<file path="config.mk">
export PLATFORM = sky130hd
export DESIGN_NAME = ledpanel_scan_ctrl
export DESIGN_NICKNAME = d
export VERILOG_FILES = /design/src/rtl/ledpanel_pkg.sv /design/src/rtl/ledpanel_timer.sv /design/src/rtl/ledpanel_scan_ctrl.sv
export SDC_FILE = /design/constraint.sdc
export NUM_CORES = 1
export LEC_CHECK = 0
export BUFFER_PORTS_ARGS = -buffer_cell sky130_fd_sc_hd__buf_4
export CAP_MARGIN = 20
export CORE_AREA = 2 2 132 134
export CTS_CLUSTER_DIAMETER = 60
export DETAILED_ROUTE_END_ITERATION = 6
export DIE_AREA = 0 0 134 136
export SYNTH_ARGS = -nofsm -noshare
export SYNTH_HDL_FRONTEND = slang
export SYNTH_HIERARCHICAL = 1
export SYNTH_SLANG_ARGS = --single-unit
</file>
<file path="constraint.sdc">
create_clock -name ACLK -period 2.8 [get_ports ACLK]
set_input_delay 0.42 -clock ACLK [delete_from_list [all_inputs] [get_ports ACLK]]
set_output_delay 0.42 -clock ACLK [all_outputs]
set_load 0.02 [all_outputs]
</file>
<file path="src/rtl/ledpanel_pkg.sv">
// Shared types and defaults for the LED panel scan controller.
package ledpanel_pkg;

  localparam int unsigned RGB_W    = 6;
  localparam int unsigned DEF_COLS = 32;
  localparam int unsigned DEF_ROWS = 16;
  localparam int unsigned TMR_W    = 16;
  localparam int unsigned DIV_W    = 8;

  typedef enum logic [2:0] {
    ST_IDLE    = 3'd0,
    ST_ADDR    = 3'd1,
    ST_LOAD    = 3'd2,
    ST_CLK_HI  = 3'd3,
    ST_LATCH   = 3'd4,
    ST_DISPLAY = 3'd5,
    ST_NEXT    = 3'd6
  } scan_state_e;

endpackage

</file>
<file path="src/rtl/ledpanel_timer.sv">
// Loadable down-counter with a registered zero flag; shared by the
// panel-clock half-period and the display on-time delays.
module ledpanel_timer
  import ledpanel_pkg::*;
(
  input  logic             clk,
  input  logic             rst_n,
  input  logic             load,
  input  logic [TMR_W-1:0] load_val,
  output logic             zero
);

  logic [TMR_W-1:0] cnt_q;
  logic [TMR_W-1:0] cnt_d;

  // Load wins over decrement; the counter parks at zero.
  always_comb begin
    cnt_d = cnt_q;
    if (load) begin
      cnt_d = load_val;
    end else if (cnt_q != '0) begin
      cnt_d = cnt_q - TMR_W'(1);
    end
  end

  always_ff @(posedge clk or negedge rst_n) begin
    if (!rst_n) begin
      cnt_q <= '0;
      zero  <= 1'b1;
    end else begin
      cnt_q <= cnt_d;
      zero  <= (cnt_d == '0);
    end
  end

endmodule

</file>
<file path="src/rtl/ledpanel_scan_ctrl.sv">
// HUB75-style LED panel scanner: shifts one row of pixels from the frame
// buffer, latches it, and lights it for a programmable on-time.
module ledpanel_scan_ctrl
  import ledpanel_pkg::*;
#(
  parameter int unsigned COLS = DEF_COLS,
  parameter int unsigned ROWS = DEF_ROWS
) (
  input  logic                           ACLK,
  input  logic                           ARESETN,
  input  logic                           cfg_enable,
  input  logic [DIV_W-1:0]               cfg_clk_div,
  input  logic [TMR_W-1:0]               cfg_on_time,
  output logic [$clog2(ROWS)+$clog2(COLS)-1:0] rd_addr,
  input  logic [RGB_W-1:0]               rd_data,
  output logic [RGB_W-1:0]               rgb,
  output logic                           panel_clk,
  output logic                           lat,
  output logic                           oe_n,
  output logic [$clog2(ROWS)-1:0]        row_addr,
  output logic                           busy,
  output logic                           frame_done
);

  localparam int unsigned ROW_W = $clog2(ROWS);
  localparam int unsigned COL_W = $clog2(COLS);

  scan_state_e state_q, state_d;

  logic [COL_W-1:0] col_q, col_d;
  logic [ROW_W-1:0] row_q, row_d;
  logic [DIV_W-1:0] div_q;
  logic [TMR_W-1:0] on_q;
  logic             load_first_q;

  logic             cap_cfg;
  logic             tmr_load;
  logic [TMR_W-1:0] tmr_val;
  logic             tmr_zero;

  logic             oe_n_d;
  logic             panel_clk_d;
  logic             lat_d;
  logic             busy_d;
  logic             frame_done_d;

  ledpanel_timer u_timer (
    .clk      (ACLK),
    .rst_n    (ARESETN),
    .load     (tmr_load),
    .load_val (tmr_val),
    .zero     (tmr_zero)
  );

  always_ff @(posedge ACLK or negedge ARESETN) begin
    if (!ARESETN) begin
      state_q <= ST_IDLE;
    end else begin
      state_q <= state_d;
    end
  end

  // Next state, counter updates, timer loads and next output values.
  always_comb begin
    state_d      = state_q;
    col_d        = col_q;
    row_d        = row_q;
    cap_cfg      = 1'b0;
    tmr_load     = 1'b0;
    tmr_val      = '0;
    frame_done_d = 1'b0;

    case (state_q)
      ST_IDLE: begin
        if (cfg_enable) begin
          state_d = ST_ADDR;
          col_d   = '0;
          cap_cfg = 1'b1;
        end
      end
      ST_ADDR: begin
        state_d  = ST_LOAD;
        tmr_load = 1'b1;
        tmr_val  = TMR_W'(div_q);
      end
      ST_LOAD: begin
        if (tmr_zero) begin
          state_d  = ST_CLK_HI;
          tmr_load = 1'b1;
          tmr_val  = TMR_W'(div_q);
        end
      end
      ST_CLK_HI: begin
        if (tmr_zero) begin
          if (col_q == COL_W'(COLS - 1)) begin
            state_d = ST_LATCH;
          end else begin
            col_d   = col_q + COL_W'(1);
            state_d = ST_ADDR;
          end
        end
      end
      ST_LATCH: begin
        // A zero on-time skips DISPLAY so oe_n never drops.
        if (on_q == '0) begin
          state_d = ST_NEXT;
        end else begin
          state_d  = ST_DISPLAY;
          tmr_load = 1'b1;
          tmr_val  = on_q - TMR_W'(1);
        end
      end
      ST_DISPLAY: begin
        if (tmr_zero) begin
          state_d = ST_NEXT;
        end
      end
      ST_NEXT: begin
        if (row_q == ROW_W'(ROWS - 1)) begin
          row_d = '0;
        end else begin
          row_d = row_q + ROW_W'(1);
        end
        if (cfg_enable) begin
          state_d = ST_ADDR;
          col_d   = '0;
          cap_cfg = 1'b1;
        end else begin
          state_d = ST_IDLE;
        end
      end
      default: begin
        state_d = ST_IDLE;
      end
    endcase

    if (state_d == ST_NEXT && row_q == ROW_W'(ROWS - 1)) begin
      frame_done_d = 1'b1;
    end

    oe_n_d      = (state_d != ST_DISPLAY);
    panel_clk_d = (state_d == ST_CLK_HI);
    lat_d       = (state_d == ST_LATCH);
    busy_d      = (state_d != ST_IDLE);
  end

  // Datapath and registered panel outputs, aligned with the state they follow.
  always_ff @(posedge ACLK or negedge ARESETN) begin
    if (!ARESETN) begin
      col_q        <= '0;
      row_q        <= '0;
      div_q        <= '0;
      on_q         <= '0;
      load_first_q <= 1'b0;
      rd_addr      <= '0;
      rgb          <= '0;
      panel_clk    <= 1'b0;
      lat          <= 1'b0;
      oe_n         <= 1'b1;
      row_addr     <= '0;
      busy         <= 1'b0;
      frame_done   <= 1'b0;
    end else begin
      col_q        <= col_d;
      row_q        <= row_d;
      load_first_q <= (state_q == ST_ADDR);
      panel_clk    <= panel_clk_d;
      lat          <= lat_d;
      oe_n         <= oe_n_d;
      busy         <= busy_d;
      frame_done   <= frame_done_d;
      if (cap_cfg) begin
        div_q <= cfg_clk_div;
        on_q  <= cfg_on_time;
      end
      if (state_d == ST_ADDR) begin
        rd_addr <= {row_d, col_d};
      end
      // Read data is valid during the first LOAD cycle only.
      if (load_first_q) begin
        rgb <= rd_data;
      end
      if (state_d == ST_LATCH) begin
        row_addr <= row_q;
      end
    end
  end

endmodule

</file>
==> metrics.md, run 1 <==
| Metric | Value |
|---|---|
| R2R cell count | `12` |
| DRT Wirelength | `roughly 10 mm` |
| Capture point of the worst reg-to-reg path | `u_timer/zero` |
| Largest family of logic cells by synthesized area | `simple AND/OR/NAND/NOR gates` |
| Simple-gate area share of the yosys netlist | `19.7%` |
| Worst-case clock buffer depth | `2` |
| Critical-path top delay cell | `dfrtp_1` |
| Mux share of post-synthesis cell area | `between 10% and 20%` |
| Worst endpoint required time | `3.06 ns` |
| ANT nets after route | `0` |
| DIE WIDTH | `134 um` |
| Layout Nets | `522` |
| Yosys reg bits | `78` |
| Int Pwr | `between 2000 and 3000 uW` |
| Critical path type | `reg2reg` |
| Clk Latency, worst-skew pair | `0.35 ns` |
| Detailed Routing Iterations Pass 1 | `4` |
| Cts bufs inserted | `9` |
| ANT cells | `0` |
| Syn Nets | `424` |
| Vias in the first global route | `3327` |
| CTS tree | `built` |
| Routability congestion estimate | `0.888` |
| Vias | `3343` |
| Gr usage total | `12.0%` |
| DR vias/cell | `4.69` |
| Fill cell count | `around 1700` |
| Fin crit share | `between 90% and 100%` |
| Sequential area share after synthesis | `about 47%` |
| Reg2reg setup slack | `0.14 ns` |
| Clk slew on worst S/H paths | `about 0.06 ns` |
| Worst R2R Start | `on_q[0]` |
| Final setup viols | `0` |
| IO Count | `57` |
| Die height | `136 um` |
| Initial antenna violation count | `0` |
| Hold Fails Final Rpt | `0` |
| Commonest non-fill, non-tap cell in the layout | `buf_4` |
| Slew HR | `72.5%` |
| Ys flop type | `dfrtp_1` |
| Row cnt | `48` |
| Gr ovfl total | `0` |
| Syn Inst Count | `roughly 390` |
| Hold crit path type | `in2reg` |
| Synth warn | `6` |
| Sequential group share of total power | `38.8%` |
| Commonest cells after routing, fill and taps aside | `buf_4 (100), dfrtp_1 (76), mux2_2 (39)` |
| Adder-Cell Fraction of Synth Area | `1.82%` |
| Clk sinks | `78` |
| Slew @ Worst Pin | `0.409 ns` |
| Area of the die | `18200 um^2` |
| CP most frequent cell | `buf_4` |
| Max Slew Vio Count | `0` |
| CTS H-tree depth | `3` |
| CTS Root Cell | `clkbuf_16` |
| First-pass GRT wire length | `17.0 mm` |
| Worst hold endpoint | `on_q[0]` |
| Port bufs | `56` |
| TNS Setup | `0 ns` |
| Routed WL per cell | `14.7 um` |
| Critical Path End Type | `register` |
| Switching part of the total power | `29.8%` |
| Number of synthesized flops with an enable pin | `0` |
| Max Cap Violations | `0` |
| Worst Skew | `0.00997 ns` |
| Area occupied by multi-input gates | `approximately 2100 um^2` |
| Detailed placer's ending HPWL | `7.72 mm` |
| DRC Markers | `0` |
| DRT iter0 DRCs | `around 130` |
| Clk network pwr share | `37.0%` |
| CP max FO | `5` |
| Hold Path Stages | `3` |
| Area after DPL | `roughly 5000 um^2` |
| Peak supply drop | `around 0.00035 V` |
| CP peak stage delay | `between 0.3 and 0.4 ns` |
| Largest net degree at the start of global routing | `79` |
| Yosys cell types | `67` |
| Area delta synth->final | `34.7%` |
| Placeable core region | `16900 um^2` |
| Initial Util | `24.4%` |
| Status | `complete, no violations` |
| Sw power | `1100 uW` |
| CP Launch Type | `register` |
| Crit path cell chain | `inv_2 > buf_4 > ha_1 > nor4b_1 > buf_4 > nand3_1 > xor2_1 > nor2_2 > a221o_1 > nor2_1 > nand4bb_1 > nor4_4` |
| Post-route cell area | `between 5000 and 6000 um^2` |
| Compound-Gate Fraction of Synth Area | `11.6%` |
| Min-delay src | `cfg_on_time[0]` |
| Layout cells sized above 1 | `38.9%` |
| Pwr Density | `approximately 670 nW/um^2` |
| FF/Latch Area | `just under 2000 um^2` |
| Worst EP arrival | `around 2.9 ns` |
| Post-layout min period | `2.66 ns` |
| Gate power share | `24.2%` |
| Synth Area in XOR/XNOR | `3.83%` |
| F_max | `about 380 MHz` |
| Mapped cell area | `4120 um^2` |
| P_leak | `0.00245 uW` |
| Fraction of registers with async set/reset | `100%` |
| Post-synthesis area per instance | `roughly 11 um^2` |
-- worst max path at each step --
stage                   end  depth (start not counted)        startpoint  slack, ns
5_1_grt        u_timer/zero                         13           on_q[1]     -0.007
3_3_place_gp   u_timer/zero                         12           on_q[1]       0.06
3_5_place_dp   u_timer/zero                         12           on_q[1]      -0.06
4_1_cts        u_timer/zero                          8  u_timer/cnt_q[1]       0.01
2_1_floorplan  u_timer/zero                         11           on_q[0]       0.02
6_report       u_timer/zero                         12           on_q[0]       0.14
-- flip-flops by register name (all words and copies together), names as in the netlist, 3 cells and up --
| signal | flops |
|---|---|
| div_q | 8 |
| col_q | 5 |
| state_q | 3 |
| rd_addr | 9 |
| row_q | 4 |
| on_q | 16 |
| rgb | 6 |
| u_timer/cnt_q | 16 |
| row_addr | 4 |
-- cells by family after synthesis --
logic type	count (synthesis)
and+or+nand+nor	140
DFF	78
AOI/OAI and AO/OA	69
muxes	45
buffers and inverters	29
xor gates and xnor gates	18
adders and majority gates	6
-- routing by layer --
| metal | share of wire [%] | GRT usage (%) | wire length (um) | vias up |
|---|---|---|---|---|
| met3 | 4.0 | 2.35 | 416 | 21 |
| met1 | 45 | 15.3 | 4740 | 1611 |
| met2 | 48 | 19.1 | 5020 | 100 |
| li1 | - | - | - | 1611 |
| met5 | 0 | 0 | 0 | - |
| met4 | 2.7 | 6.62 | 280 | 0 |
-- power groups by stage --
stage / logic [uW] / registers, uW / clock network (uW)
after CTS: 875 / 1440 / 1420
after global placement: 800 / 1440 / 0
after floorplan: 493 / 1440 / 0
after global routing: 986 / 1460 / 1460
after detailed placement: 815 / 1450 / 0
final: 895 / 1440 / 1370
-- worst max-delay path: cells and delay by family, from the launching register on --
family	cells	cell delay [ns]
adder cells (fa/ha/maj)	1	0.25
XOR/XNOR	1	0.17
buffers and inverters	3	0.39
AO/OA/AOI/OAI	1	0.35
AND/OR/NAND/NOR	6	1.03
flip-flops	1	0.39
-- final cells by class --
type                    count  area share [%]
clock buffers               9            4.06
clock inverters             7            2.17
well taps                 225            5.07
flip-flops and latches     78            35.2
inverters                  10           0.744
repair buffers            106            15.0
multi-input cells         278            37.7
-- Yosys cell counts (4+ instances only) --
master / n / area share [%]
mux2i_1: 6 / 1.5
nand2_1: 28 / 2.6
nand3_1: 6 / 0.73
or3_1: 4 / 0.61
o211ai_1: 4 / 0.73
nand4_1: 6 / 0.91
nor4_1: 6 / 0.91
nor3_1: 7 / 0.85
nor2_1: 33 / 3.0
a21oi_1: 6 / 0.73
or4_1: 5 / 0.91
ha_1: 6 / 1.8
inv_1: 9 / 0.82
buf_2: 6 / 0.73
a31oi_1: 5 / 0.76
xnor2_1: 4 / 0.85
nand4b_1: 5 / 1.1
o21ai_0: 19 / 2.3
xor2_1: 14 / 3.0
dfrtp_1: 76 / 46
mux2_2: 39 / 11
buf_4: 5 / 0.91
nand3b_1: 5 / 0.91
nor2b_1: 7 / 1.1
clkbuf_1: 6 / 0.55
nand2b_1: 4 / 0.61
-- timing repair --
action / 4_1_cts / 5_1_grt
buffers inserted: 2 / 7
hold buffers: 0 / 1
endpoints found under the hold margin: 0 / 17
setup endpoints to repair: 1 / 2
gates cloned: 0 / 0
pin swaps: 6 / 11
resized for setup: 9 / 14
-- through the flow --
step	std cells	total power, uW	utilization [%]	hold WS (ns)	setup WS [ns]
finish	713	3710	32.9	0.287	0.143
global route	713	3910	32.9	0.289	-0.00684
CTS	705	3730	32.1	0.263	0.0111
detailed placement	687	2270	29.8	0.488	-0.0567
global placement	687	2240	29.8	0.481	0.0626
floorplan	385	1930	-	0.124	0.0241
(Power assumes the default switching activity.)
==> run 2, diff against run 1 <==
--- a/config.mk
+++ b/config.mk
@@ -7,10 +7,10 @@
 export LEC_CHECK = 0
 export BUFFER_PORTS_ARGS = -buffer_cell sky130_fd_sc_hd__buf_4
 export CAP_MARGIN = 20
-export CORE_AREA = 2 2 132 134
-export CTS_CLUSTER_DIAMETER = 60
+export CORE_AREA = 2 2 169 105
+export CTS_CLUSTER_DIAMETER = 120
 export DETAILED_ROUTE_END_ITERATION = 6
-export DIE_AREA = 0 0 134 136
+export DIE_AREA = 0 0 171 107
 export SYNTH_ARGS = -nofsm -noshare
 export SYNTH_HDL_FRONTEND = slang
 export SYNTH_HIERARCHICAL = 1
==> metrics.md, run 2 (synthesized netlist as in run 1, its figures left out) <==
| Metric | Value |
|---|---|
| Post-layout min period | `roughly 2.7 ns` |
| Post-route cell area | `5430 um^2` |
| R2R cell count | `8` |
| Setup slack after layout | `0.0780 ns` |
| Routed WL per cell | `15.2 um` |
| Clk sinks | `78` |
| Critical path type | `reg2reg` |
| Worst EP arrival | `2.97 ns` |
| Critical Path End Type | `register` |
| Detailed placer's ending HPWL | `between 8 and 9 mm` |
| Placed cells | `just under 700` |
| Vias in the first global route | `around 3200` |
| Worst R2R Start | `u_timer/cnt_q[1]` |
| Area after DPL | `a little over 5000 um^2` |
| Clk slew on worst S/H paths | `around 0.060 ns` |
| Clk network pwr share | `34.2%` |
| Initial antenna violation count | `0` |
| Peak supply drop | `0.000286 V` |
| Slew HR | `a little under three quarters` |
| Gate power share | `about 25%` |
| Commonest non-fill, non-tap cell in the layout | `buf_4` |
| CTS Root Cell | `clkbuf_16` |
| Final setup viols | `0` |
| Fill cell count | `roughly 1700` |
| Capture point of the worst reg-to-reg path | `u_timer/zero` |
| Hold Fails Final Rpt | `0` |
| DIE WIDTH | `171 um` |
| Status | `complete, no violations` |
| DRT Wirelength | `10.8 mm` |
| CTS tree | `built` |
| Max Slew Vio Count | `0` |
| Initial Util | `24.6%` |
| Reg2reg setup slack | `approximately 0.078 ns` |
| Gr ovfl total | `0` |
| Port bufs | `56` |
| DRC Markers | `0` |
| Sequential group share of total power | `40.9%` |
| Fin crit share | `97.2%` |
| Detailed Routing Iterations Pass 1 | `4` |
| Largest net degree at the start of global routing | `79` |
| IO Count | `57` |
| Worst-case clock buffer depth | `2` |
| CTS H-tree depth | `3` |
| Sw power | `roughly 1100 uW` |
| Worst endpoint required time | `3.05 ns` |
| Crit path launch | `u_timer/cnt_q[1]` |
| Layout Cells excl Fill | `714` |
| Pwr Total | `between 3000 and 4000 uW` |
| Commonest cells after routing, fill and taps aside | `buf_4 (95), dfrtp_1 (76), mux2_2 (39)` |
| Die height | `~110 um` |
| Hold crit path type | `in2async` |
| Cts bufs inserted | `9` |
| Placeable core region | `around 17000 um^2` |
| ANT nets after route | `0` |
| ANT cells | `0` |
| First-pass GRT wire length | `17.7 mm` |
| Row cnt | `37` |
| Gr usage total | `12.4%` |
| P_leak | `around 0.0024 uW` |
| DR vias/cell | `4.65` |
| Int Pwr | `2450 uW` |
| Worst slack, placed | `-0.0527 ns` |
| Routability congestion estimate | `0.820` |
| CP Launch Type | `register` |
| F_max | `367 MHz` |
| Top Registers | `on_q: 16 flops, u_timer/cnt_q: 16 flops, rd_addr: 9 flops` |
| Max Cap Violations | `0` |
| Pwr Density | `648 nW/um^2` |
| CP max FO | `4` |
| Layout Nets | `514` |
| Hold Worst Slack | `between 0.009 and 0.01 ns` |
| Area of the die | `18300 um^2` |
| Area delta synth->final | `31.9%` |
| Vias | `3320` |
| Layout cells sized above 1 | `roughly 37%` |
| Clk Latency, worst-skew pair | `roughly 0.34 ns` |
| Worst Skew | `0.00535 ns` |
| Switching part of the total power | `30.5%` |
| RSZ-0062 raised after global routing | `true` |
| DRT iter0 DRCs | `around 370` |
| Slew @ Worst Pin | `about 0.43 ns` |
## run 2: worst max-delay path, stage by stage, from the launching register on
cell     delay (ns)
dfrtp_1        0.40
inv_2          0.08
ha_4           0.14
or3b_4         0.39
or3_4          0.34
o211a_1        0.21
a221o_1        0.27
or4_1          0.52
nor4_2         0.27
## run 2: layer usage
layer	part of all wire, %	up-vias	global-route usage [%]
li1	-	1591	-
met1	55	1605	20.5
met2	37	114	15.6
met3	6.7	10	3.14
met4	0.91	0	2.48
met5	0	-	0
## run 2: cell type report
class,instances,area [um^2],area share [%]
Timing Repair Buffer,98,781,14.4
Clock buffer,13,260,4.79
Clock inverter,3,42.5,0.783
Tap cell,234,293,5.39
Multi-Input combinational cell,278,2070,38.0
Inverter,10,37.5,0.691
Sequential cell,78,1950,36.0
## run 2: how the worst max path moves through the flow
stage / depth (start not counted) / endpoint / slack (ns)
2_1_floorplan: 11 / u_timer/zero / 0.02
3_3_place_gp: 8 / u_timer/zero / 0.06
3_5_place_dp: 12 / u_timer/zero / -0.05
4_1_cts: 8 / u_timer/zero / 0.002
5_1_grt: 8 / u_timer/zero / -0.03
6_report: 8 / u_timer/zero / 0.08
## run 2: through the flow
step	setup TNS (ns)	util, %
after floorplan	0	-
after detailed placement	-0.0527	30.2
after CTS	0	32.2
final	0	32.4
after global routing	-0.0254	32.4
after global placement	0	30.2
## run 2: power by group through the flow
stage,clock network (uW),registers (uW),logic [uW]
after floorplan,0,1440,493
after global placement,0,1440,817
after detailed placement,0,1450,827
after CTS,1230,1430,853
after global routing,1290,1460,975
final,1200,1440,880
## run 2: what timing repair did
action	CTS	global route
endpoints found under the setup margin	1	1
resized for setup	8	3
hold buffers	0	0
pin swaps	2	3
gates cloned	0	0
setup buffers	0	1
